### src/rtl/ball_wall_probe_sched.sv
// Physics-tick scheduler: samples the ball cell each tick, probes neighbour walls over a
// shared req/gnt/rvalid read port and publishes all flags at once. Define BALL_PROBE_DIAG_EN for diagonal probes.
module ball_wall_probe_sched #(
  parameter int unsigned TICK_DIV = 1350000
) (
  input  logic        clk108MHz,
  input  logic        resetPressed,
  input  logic [7:0]  ballColumn,
  input  logic [7:0]  ballRow,
  output logic        mem_req,
  output logic [15:0] mem_addr,
  input  logic        mem_gnt,
  input  logic        mem_rvalid,
  input  logic        mem_rdata,
  output logic        wallAboveball,
  output logic        wallBelowball,
  output logic        wallLeftOfball,
  output logic        wallRightOfball,
  output logic        step_valid,
  output logic        busy,
  output logic        tick_overrun
`ifdef BALL_PROBE_DIAG_EN
  ,
  output logic [3:0]  wallDiag
`endif
);

`ifdef BALL_PROBE_DIAG_EN
  localparam int NP = 8;
`else
  localparam int NP = 4;
`endif
  localparam int IW = $clog2(NP);
  localparam int CW = (TICK_DIV > 1) ? $clog2(TICK_DIV) : 1;
  localparam logic [CW-1:0] TICK_LAST = CW'(TICK_DIV - 1);
  localparam logic [IW-1:0] LAST_IDX  = IW'(NP - 1);

  typedef enum logic [1:0] {IDLE, REQ, WAIT, DONE} state_t;

  state_t        state_q, state_d;
  logic [CW-1:0] count_q, count_d;
  logic [IW-1:0] idx_q, idx_d;
  logic [NP-1:0] scratch_q, scratch_d;
  logic [NP-1:0] flags_q, flags_d;
  logic [7:0]    row_q, row_d, col_q, col_d;
  logic          overrun_q, overrun_d;
  logic          tick, advance;
  logic [2:0]    probeSel;
  logic [7:0]    probeRow, probeCol;
  logic          probeOut;

  always_comb begin
    tick    = (count_q == TICK_LAST);
    count_d = tick ? '0 : count_q + 1'b1;
  end

  // Neighbour coordinates for the current probe; edge cells have no neighbour and read as wall.
  always_comb begin
    probeSel = 3'(idx_q);
    probeRow = row_q;
    probeCol = col_q;
    probeOut = 1'b1;
    case (probeSel)
      3'd0: begin probeRow = row_q - 8'd1; probeOut = (row_q == 8'd0);   end
      3'd1: begin probeRow = row_q + 8'd1; probeOut = (row_q == 8'd255); end
      3'd2: begin probeCol = col_q - 8'd1; probeOut = (col_q == 8'd0);   end
      3'd3: begin probeCol = col_q + 8'd1; probeOut = (col_q == 8'd255); end
`ifdef BALL_PROBE_DIAG_EN
      3'd4: begin
        probeRow = row_q - 8'd1; probeCol = col_q - 8'd1;
        probeOut = (row_q == 8'd0) || (col_q == 8'd0);
      end
      3'd5: begin
        probeRow = row_q - 8'd1; probeCol = col_q + 8'd1;
        probeOut = (row_q == 8'd0) || (col_q == 8'd255);
      end
      3'd6: begin
        probeRow = row_q + 8'd1; probeCol = col_q - 8'd1;
        probeOut = (row_q == 8'd255) || (col_q == 8'd0);
      end
      3'd7: begin
        probeRow = row_q + 8'd1; probeCol = col_q + 8'd1;
        probeOut = (row_q == 8'd255) || (col_q == 8'd255);
      end
`endif
      default: ;
    endcase
  end

  always_comb begin
    state_d   = state_q;
    idx_d     = idx_q;
    scratch_d = scratch_q;
    flags_d   = flags_q;
    row_d     = row_q;
    col_d     = col_q;
    mem_req   = 1'b0;
    advance   = 1'b0;
    case (state_q)
      IDLE: begin
        if (tick) begin
          row_d     = ballRow;
          col_d     = ballColumn;
          idx_d     = '0;
          scratch_d = '0;
          state_d   = REQ;
        end
      end
      REQ: begin
        if (probeOut) begin
          scratch_d[idx_q] = 1'b1;
          advance          = 1'b1;
        end else begin
          mem_req = 1'b1;
          if (mem_gnt) state_d = WAIT;
        end
      end
      WAIT: begin
        if (mem_rvalid) begin
          scratch_d[idx_q] = mem_rdata;
          advance          = 1'b1;
        end
      end
      DONE:    state_d = IDLE;
      default: state_d = IDLE;
    endcase
    // Flags load on the edge into DONE so they are already fresh while step_valid is high.
    if (advance) begin
      if (idx_q == LAST_IDX) begin
        state_d = DONE;
        flags_d = scratch_d;
      end else begin
        idx_d   = idx_q + 1'b1;
        state_d = REQ;
      end
    end
    overrun_d = overrun_q | (tick & (state_q != IDLE));
  end

  always_ff @(posedge clk108MHz or posedge resetPressed) begin
    if (resetPressed) begin
      state_q   <= IDLE;
      count_q   <= '0;
      idx_q     <= '0;
      scratch_q <= '0;
      flags_q   <= '0;
      row_q     <= '0;
      col_q     <= '0;
      overrun_q <= 1'b0;
    end else begin
      state_q   <= state_d;
      count_q   <= count_d;
      idx_q     <= idx_d;
      scratch_q <= scratch_d;
      flags_q   <= flags_d;
      row_q     <= row_d;
      col_q     <= col_d;
      overrun_q <= overrun_d;
    end
  end

  assign mem_addr        = mem_req ? {probeRow, probeCol} : 16'h0000;
  assign wallAboveball   = flags_q[0];
  assign wallBelowball   = flags_q[1];
  assign wallLeftOfball  = flags_q[2];
  assign wallRightOfball = flags_q[3];
  assign step_valid      = (state_q == DONE);
  assign busy            = (state_q != IDLE);
  assign tick_overrun    = overrun_q;
`ifdef BALL_PROBE_DIAG_EN
  assign wallDiag        = flags_q[7:4];
`endif

endmodule

### config.mk
export PLATFORM = sky130hd
export DESIGN_NAME = ball_wall_probe_sched
export DESIGN_NICKNAME = d
export VERILOG_FILES = /design/src/rtl/ball_wall_probe_sched.sv
export SDC_FILE = /design/constraint.sdc
export NUM_CORES = 1
export LEC_CHECK = 0
export ABC_AREA = 0
export CORE_ASPECT_RATIO = 1.5
export CORE_MARGIN = 2
export CORE_UTILIZATION = 60
export CTS_CLUSTER_SIZE = 12
export DETAILED_ROUTE_END_ITERATION = 10
export PLACE_DENSITY = 0.89
export SLEW_MARGIN = 5
export SYNTH_ARGS = -nofsm -noshare
export SYNTH_HDL_FRONTEND = slang
export SYNTH_SLANG_ARGS = --single-unit
### constraint.sdc
create_clock -name clk108MHz -period 5.25 [get_ports clk108MHz]
set_input_delay 1.3125 -clock clk108MHz [delete_from_list [all_inputs] [get_ports clk108MHz]]
set_output_delay 1.3125 -clock clk108MHz [all_outputs]
set_load 0.03 [all_outputs]
==> results of run 1 <==
==> cells in the mapped netlist (2+ instances only) <==
cell / number
nor3_1: 7
nor4_1: 2
fa_1: 2
o21a_1: 2
o21ai_2: 2
o21ai_0: 16
mux2_4: 2
nand2_1: 26
xnor2_1: 13
ha_1: 22
o21bai_1: 2
or3_1: 3
nand4_1: 5
nor3b_1: 7
a211oi_1: 2
or2_2: 2
nor2_1: 41
dfrtp_1: 50
a221o_1: 3
nor2b_1: 4
mux2_2: 19
a21oi_1: 26
mux2i_1: 4
buf_2: 3
nand3_1: 18
or4_4: 2
xor2_1: 12
a21o_1: 2
clkbuf_1: 5
and3_1: 8
inv_1: 19
==> kinds of logic after synthesis <==
| group | count (synthesis) | share of synthesized area |
|---|---|---|
| flops | 50 | 0.382 |
| buf+inv | 27 | 0.0321 |
| fa+ha+maj | 24 | 0.0963 |
| xor+xnor | 25 | 0.0668 |
| simple gates | 135 | 0.215 |
| mux | 25 | 0.0867 |
| compound gates | 65 | 0.121 |
==> flip-flops by register name, indices dropped and copies added, names as in the netlist <==
signal        count
count_q          21
col_q             8
row_q             8
flags_q           4
scratch_q         4
idx_q             2
state_q           2
tick_overrun      1
==> worst min path at each step <==
stage / end / start / slack [ps] / cells past startpoint
final: count_q[0] / count_q[0] / 460 / 1
after global routing: count_q[0] / count_q[0] / 470 / 1
after CTS: count_q[0] / count_q[0] / 460 / 1
after global placement: count_q[0] / count_q[0] / 440 / 1
after detailed placement: count_q[0] / count_q[0] / 450 / 1
after floorplan: count_q[0] / count_q[0] / 430 / 1
==> layout make-up <==
cell class | instances | area, µm²
multi-input combinational | 274 | 1920
clock inverter | 2 | 37.5
tap | 70 | 87.6
clock buffer | 6 | 72.6
sequential | 50 | 1250
timing repair buffer | 46 | 455
inverter | 19 | 71.3
fill | 407 | 1470
==> power groups by stage <==
stage	registers, W	clock network [W]	logic, W
2_1_floorplan	0.000488	0	0.000862
3_3_place_gp	0.000473	0	0.00118
3_5_place_dp	0.000478	0	0.00122
4_1_cts	0.000470	0.000280	0.00123
5_1_grt	0.000477	0.000292	0.00136
6_report	0.000471	0.000275	0.00124
==> stage by stage <==
stage | instances | hold WS [ps] | utilization | instance area [µm²] | total power [W]
floorplan | 351 | 425 | - | 3280 | 0.00135
global placement | 459 | 440 | 0.705 | 3780 | 0.00166
detailed placement | 459 | 446 | 0.705 | 3780 | 0.00170
CTS | 467 | 458 | 0.726 | 3890 | 0.00199
global route | 467 | 472 | 0.726 | 3890 | 0.00212
finish | 467 | 464 | 0.726 | 3890 | 0.00199
==> per-layer routing <==
| layer | wire, µm | vias to the layer above |
|---|---|---|
| met4 | 174 | 0 |
| met5 | 0 | - |
| met2 | 3960 | 67 |
| li1 | - | 1329 |
| met3 | 243 | 16 |
| met1 | 2830 | 1334 |
==> parameters.txt, run 1 <==
Parameter                              Value

Placement
  Global placer's final weighted congestion ... 0.921
  Post-DP HPWL ... 5280 µm
  Worst Setup Slack post-DPL ... 710 ps
  Input/output buffers ... 44

Synth
  Cell types with the largest area share after synthesis ... dfrtp_1 38%, ha_1 8.4%, mux2_2 6.5%
  Post-Synthesis Net Count ... between 300 and 400
  Yosys top cell area share ... 0.382
  Count of distinct cell types in the synthesized netlist ... just over 50
  Synth Register Bits ... 50
  Cell accounting for the most synthesized area ... dfrtp_1
  Leading register cell type out of synthesis ... dfrtp_1
  Average cell area after synthesis ... 9.33 µm²
  Mapped cell area ... between 0.003 and 0.004 mm²
  Mapped Cells ... 351
  Share of the yosys chip area belonging to registers ... 0.382
  EDFF count, synth ... 0
  Yosys Warn Count ... 0
  FFs w/ async S/R, synth ... 1.00

Die
  Die boundary height ... 94.5 µm
  Floorplan die width ... 64.3 µm
  Std-Cell Rows ... 33
  Overall die area ... just over 0.006 mm²
  Top-level I/O count ... 45
  Placeable core region ... between 0.005 and 0.006 mm²
  Starting density of the core ... 0.610

Power
  Sw Ratio ... 0.456
  Leak ... 1.75 nW
  Clock share of power ... 0.138
  Internal power ... 0.00108 W
  Fraction of power consumed by sequential logic ... 0.237
  Peak VDD IR ... 0.000244 V
  Switching power ... ~0.00091 W
  Power density cells ... 511 mW/mm²
  Combinational share of power ... 0.625

Worst setup path
  Chain of cells forming the critical path ... inv_1 > ha_1 > inv_1 > ha_1 > a21oi_1 > o221ai_1 > o41ai_1 > mux2i_1 > xnor2_1 > nor2_1 > clkdlybuf4s50_1
  Crit path largest cell delay ... 680 ps
  R2R cell count ... 7
  Startpoint kind of the worst setup timing path ... flop
  Register-to-register setup slack ... 2600 ps
  Category of cells accounting for the largest share of critical-path delay ... buffers and inverters
  Maximum fanout count along the critical path ... 8
  Capturing instance or port of the critical path ... mem_addr[15]
  Category of the worst setup path capture point ... output pin
  Critical-path cell with the highest stage delay ... clkdlybuf4s50_1
  Crit Path Class ... reg2out
  Worst reg2reg path startpoint ... idx_q[0]
  Data arrival, critical path ... around 3600 ps
  CP Data Required Time ... 3940 ps
  Worst flop-to-flop path endpoint ... flags_q[1]
  Crit path launch ... idx_q[1]
  Crit path buf inv count ... 3
  Worst path depth ... 11

Timing
  Worst path setup slack after routing ... 366 ps
  Post-Route Setup TNS ... 0 ps
  Worst-case clock skew ... approximately 13 ps
  Unrepaired setup endpoints after global routing ... no
  Headroom to the max-slew limit ... 0.264
  Final Setup Violations ... 0
  Final number of max-transition violations ... 0
  Slew at the pin closest to its max-slew limit ... 1100 ps
  Fmax ... 205 MHz
  Final critical delay including setup and external delays ... 4880 ps
  Final period util ... 0.930
  Hold violation total from the final report ... 0

Clock tree
  Post-CTS Hold Fix Bufs ... 0
  Clk_lat worst skew ... 310 ps
  Num Clock Sinks ... 50
  Clock transition at path regs ... ~90 ps
  CTS Buf Count ... 5
  H-tree lvl count ... 2
  Count of instances resized after the clock tree is built ... 0
  Maximum count of clock buffers along a single path ... 2
  CTS root buffer ... clkbuf_8
  Post-CTS repair timing setup buffer count ... 0
  CTS tree ... built

Global route
  Initial antenna violation count ... 0
  Met3 Resource Use GR ... 0.0286
  First-pass GRT wire length ... 12000 µm
  Grt total ovfl ... 0
  Met1 track demand over resource ... 0.287
  Met2 Use GR ... 0.465
  Vias in the first global route ... 2714
  Pin count of the biggest net entering global routing ... 51
  All-Layer GR Usage ... 0.250
  Layer with the highest usage ... met2

Layout
  Leading cell type in the layout, fill and taps excluded ... dfrtp_1
  Synth-to-layout area growth ... 18.9%
  Antenna diode count ... 0
  Share of layout cells above drive strength 1 ... 0.106
  Net count reported at finish ... 441
  Highest-count cells in the layout ignoring fill and taps ... 50 x dfrtp_1, 44 x clkdlybuf4s50_1, 41 x nor2_1, 26 x nand2_1, 26 x a21oi_1

Detailed routing
  Average via count per standard cell ... between 5 and 6
  Number of nets with antenna violations after routing ... 0
  Final routed wirelength across all metal layers ... 7210 µm
  Vias ... ~2700
  Detailed Routing Iterations Pass 1 ... 5
  Iter 0 DRT Violations ... roughly 180
  Drt wl/cell ... 15.4 µm
  Number of DRC violations after detailed routing ... 0

Run status
  Run status ... finished, final reports clean

Job
  Max-cap violations ... 0

Hold path
  Hold Crit Class ... reg2reg
Note: power is estimated with default switching activity, not from simulation.
==> run 2: changes to the inputs <==
--- a/config.mk
+++ b/config.mk
@@ -9,9 +9,11 @@
 export CORE_ASPECT_RATIO = 1.5
 export CORE_MARGIN = 2
 export CORE_UTILIZATION = 60
-export CTS_CLUSTER_SIZE = 12
+export CTS_BUF_LIST = sky130_fd_sc_hd__clkbuf_16
+export CTS_CLUSTER_SIZE = 25
 export DETAILED_ROUTE_END_ITERATION = 10
 export PLACE_DENSITY = 0.89
+export SKIP_LAST_GASP = 1
 export SLEW_MARGIN = 5
 export SYNTH_ARGS = -nofsm -noshare
 export SYNTH_HDL_FRONTEND = slang
==> parameters.txt, run 2 (synthesized netlist as in run 1, its figures left out) <==
Parameter                              Value

Run status
  Run status ... finished, final reports clean

Global route
  Pin count of the biggest net entering global routing ... 51 (unchanged)
  Vias in the first global route ... 2758 (+1.6%)
  First-pass GRT wire length ... 12400 µm (+3.5%)
  Grt total ovfl ... 0 (unchanged)
  All-Layer GR Usage ... 0.259 (+0.00962)
  Initial antenna violation count ... 0 (unchanged)

Die
  Overall die area ... 0.00608 mm² (unchanged)
  Floorplan die width ... 64.3 µm (unchanged)
  Top-level I/O count ... 45 (unchanged)
  Starting density of the core ... 0.610 (unchanged)
  Placeable core region ... 0.00537 mm² (unchanged)
  Die boundary height ... 94.5 µm (unchanged)
  Std-Cell Rows ... 33 (unchanged)

Timing
  Worst path setup slack after routing ... 384 ps (+17.2 ps)
  Final critical delay including setup and external delays ... 4870 ps (-17.2 ps)
  Headroom to the max-slew limit ... 0.261 (-0.00319)
  Post-Route Setup TNS ... 0 ps (unchanged)
  Final number of max-transition violations ... 0 (unchanged)
  Final period util ... 0.927 (-0.00328)
  Fmax ... 205 MHz (+0.35%)
  Worst-case clock skew ... 5.30 ps (-7.95 ps)
  Slew at the pin closest to its max-slew limit ... 1100 ps (+4.75 ps)
  Unrepaired setup endpoints after global routing ... no
  Final Setup Violations ... 0 (unchanged)
  Hold violation total from the final report ... 0 (unchanged)

Detailed routing
  Number of DRC violations after detailed routing ... 0 (unchanged)
  Vias ... 2772 (+0.95%)
  Iter 0 DRT Violations ... 152 (-14%)
  Drt wl/cell ... 15.9 µm (+3.1%)
  Final routed wirelength across all metal layers ... 7430 µm (+3.1%)
  Average via count per standard cell ... 5.94 (+0.95%)
  Number of nets with antenna violations after routing ... 0 (unchanged)
  Detailed Routing Iterations Pass 1 ... 5 (unchanged)

Worst setup path
  Capturing instance or port of the critical path ... mem_addr[15]
  Startpoint kind of the worst setup timing path ... flop
  Worst reg2reg path startpoint ... idx_q[0]
  R2R cell count ... 7 (unchanged)
  Worst flop-to-flop path endpoint ... flags_q[1]
  Maximum fanout count along the critical path ... 8 (unchanged)
  Register-to-register setup slack ... 2580 ps (-20 ps)
  CP Data Required Time ... 3940 ps (about the same)
  Category of the worst setup path capture point ... output pin
  Data arrival, critical path ... 3550 ps (-20 ps)
  Crit Path Class ... reg2out
  Crit path launch ... idx_q[1]

Clock tree
  Clock transition at path regs ... 60 ps (-30 ps)
  Count of instances resized after the clock tree is built ... 0 (unchanged)
  CTS tree ... built
  Clk_lat worst skew ... 290 ps (-20 ps)
  CTS root buffer ... clkbuf_16
  Post-CTS repair timing setup buffer count ... 0 (unchanged)
  Num Clock Sinks ... 50 (unchanged)
  Maximum count of clock buffers along a single path ... 2 (unchanged)
  Post-CTS Hold Fix Bufs ... 0 (unchanged)
  CTS Buf Count ... 5 (unchanged)
  H-tree lvl count ... 2 (unchanged)

Layout
  Highest-count cells in the layout ignoring fill and taps ... 50 x dfrtp_1, 44 x clkdlybuf4s50_1, 41 x nor2_1, 26 x nand2_1, 26 x a21oi_1
  Share of layout cells above drive strength 1 ... 0.106 (unchanged)
  Flip-flop count of the largest register after layout ... 21 (unchanged)
  Synth-to-layout area growth ... 20.6%
  Fill cell total of the finished layout ... 396 (-2.7%)
  Register with the most flip-flops ... count_q
  Antenna diode count ... 0 (unchanged)
  Regs by FF count ... count_q: 21 flops, col_q: 8 flops, row_q: 8 flops
  Net count reported at finish ... 441 (unchanged)
  Leading cell type in the layout, fill and taps excluded ... dfrtp_1

Placement
  Global placer's final weighted congestion ... 0.921 (unchanged)
  Worst Setup Slack post-DPL ... 710 ps (unchanged)
  Input/output buffers ... 44 (unchanged)
  Post-DP HPWL ... 5280 µm (unchanged)

Job
  Max-cap violations ... 0 (unchanged)

Power
  Power density cells ... 528 mW/mm² (+3.4%)
  Overall power after layout ... 0.00209 W (+4.9%)
  Leak ... 1.78 nW (+1.7%)
  Peak VDD IR ... 0.000266 V (+8.9%)

Hold path
  Hold Crit Class ... reg2reg
run 2: how the worst min path moves through the flow:
stage                    start          to  slack (ps)  cells after the start
floorplan           count_q[0]  count_q[0]         430                      1
global placement    count_q[0]  count_q[0]         440                      1
detailed placement  count_q[0]  count_q[0]         450                      1
CTS                 count_q[0]  count_q[0]         450                      1
global route        count_q[0]  count_q[0]         470                      1
finish              count_q[0]  count_q[0]         460                      1
run 2: report_power, final:
group          internal (W)  switching [W]
Clock              0.000223       0.000139
Combinational      0.000512       0.000738
Sequential         0.000429      0.0000449
Total               0.00116       0.000922
run 2: critical path, cell delays in order, from the launching register on:
cell and delay, ps:
dfrtp_1 410, inv_1 110, ha_1 360, inv_1 220, ha_1 320, a21oi_1 210, o221ai_1 170, o41ai_1 350
mux2i_1 260, xnor2_1 80, nor2_1 80, clkdlybuf4s50_1 680
run 2: through the flow:
step                      std cells  utilization  hold slack [ps]  cell area, µm²
after floorplan                 351            -              425            3280
after global placement          459        0.705              440            3780
after detailed placement        459        0.705              446            3780
after CTS                       467        0.736              454            3950
after global routing            467        0.736              468            3950
final                           467        0.736              460            3950
run 2: layout make-up:
cell class,count,area [µm²],area share
multi-input combinational,274,1920,0.486
sequential,50,1250,0.317
timing repair buffer,46,455,0.115
clock buffer,5,125,0.0317
tap,70,87.6,0.0222
inverter,19,71.3,0.0180
clock inverter,3,41.3,0.0104
run 2: routing by layer:
layer / routed length (µm) / up-vias / part of all wire / GRT usage
met1: 2880 / 1337 / 0.39 / 0.297
met2: 3990 / 86 / 0.54 / 0.470
met3: 291 / 23 / 0.039 / 0.0322
li1: - / 1326 / - / -
met5: 0 / - / 0 / 0
met4: 267 / 0 / 0.036 / 0.133
==> run 3: changes to the inputs <==
--- a/config.mk
+++ b/config.mk
@@ -12,6 +12,7 @@
 export CTS_BUF_LIST = sky130_fd_sc_hd__clkbuf_16
 export CTS_CLUSTER_SIZE = 25
 export DETAILED_ROUTE_END_ITERATION = 10
+export GPL_ROUTABILITY_DRIVEN = 0
 export PLACE_DENSITY = 0.89
 export SKIP_LAST_GASP = 1
 export SLEW_MARGIN = 5
==> results of run 3 <==
Final layout, timing and power as in run 2 (identical DEF).
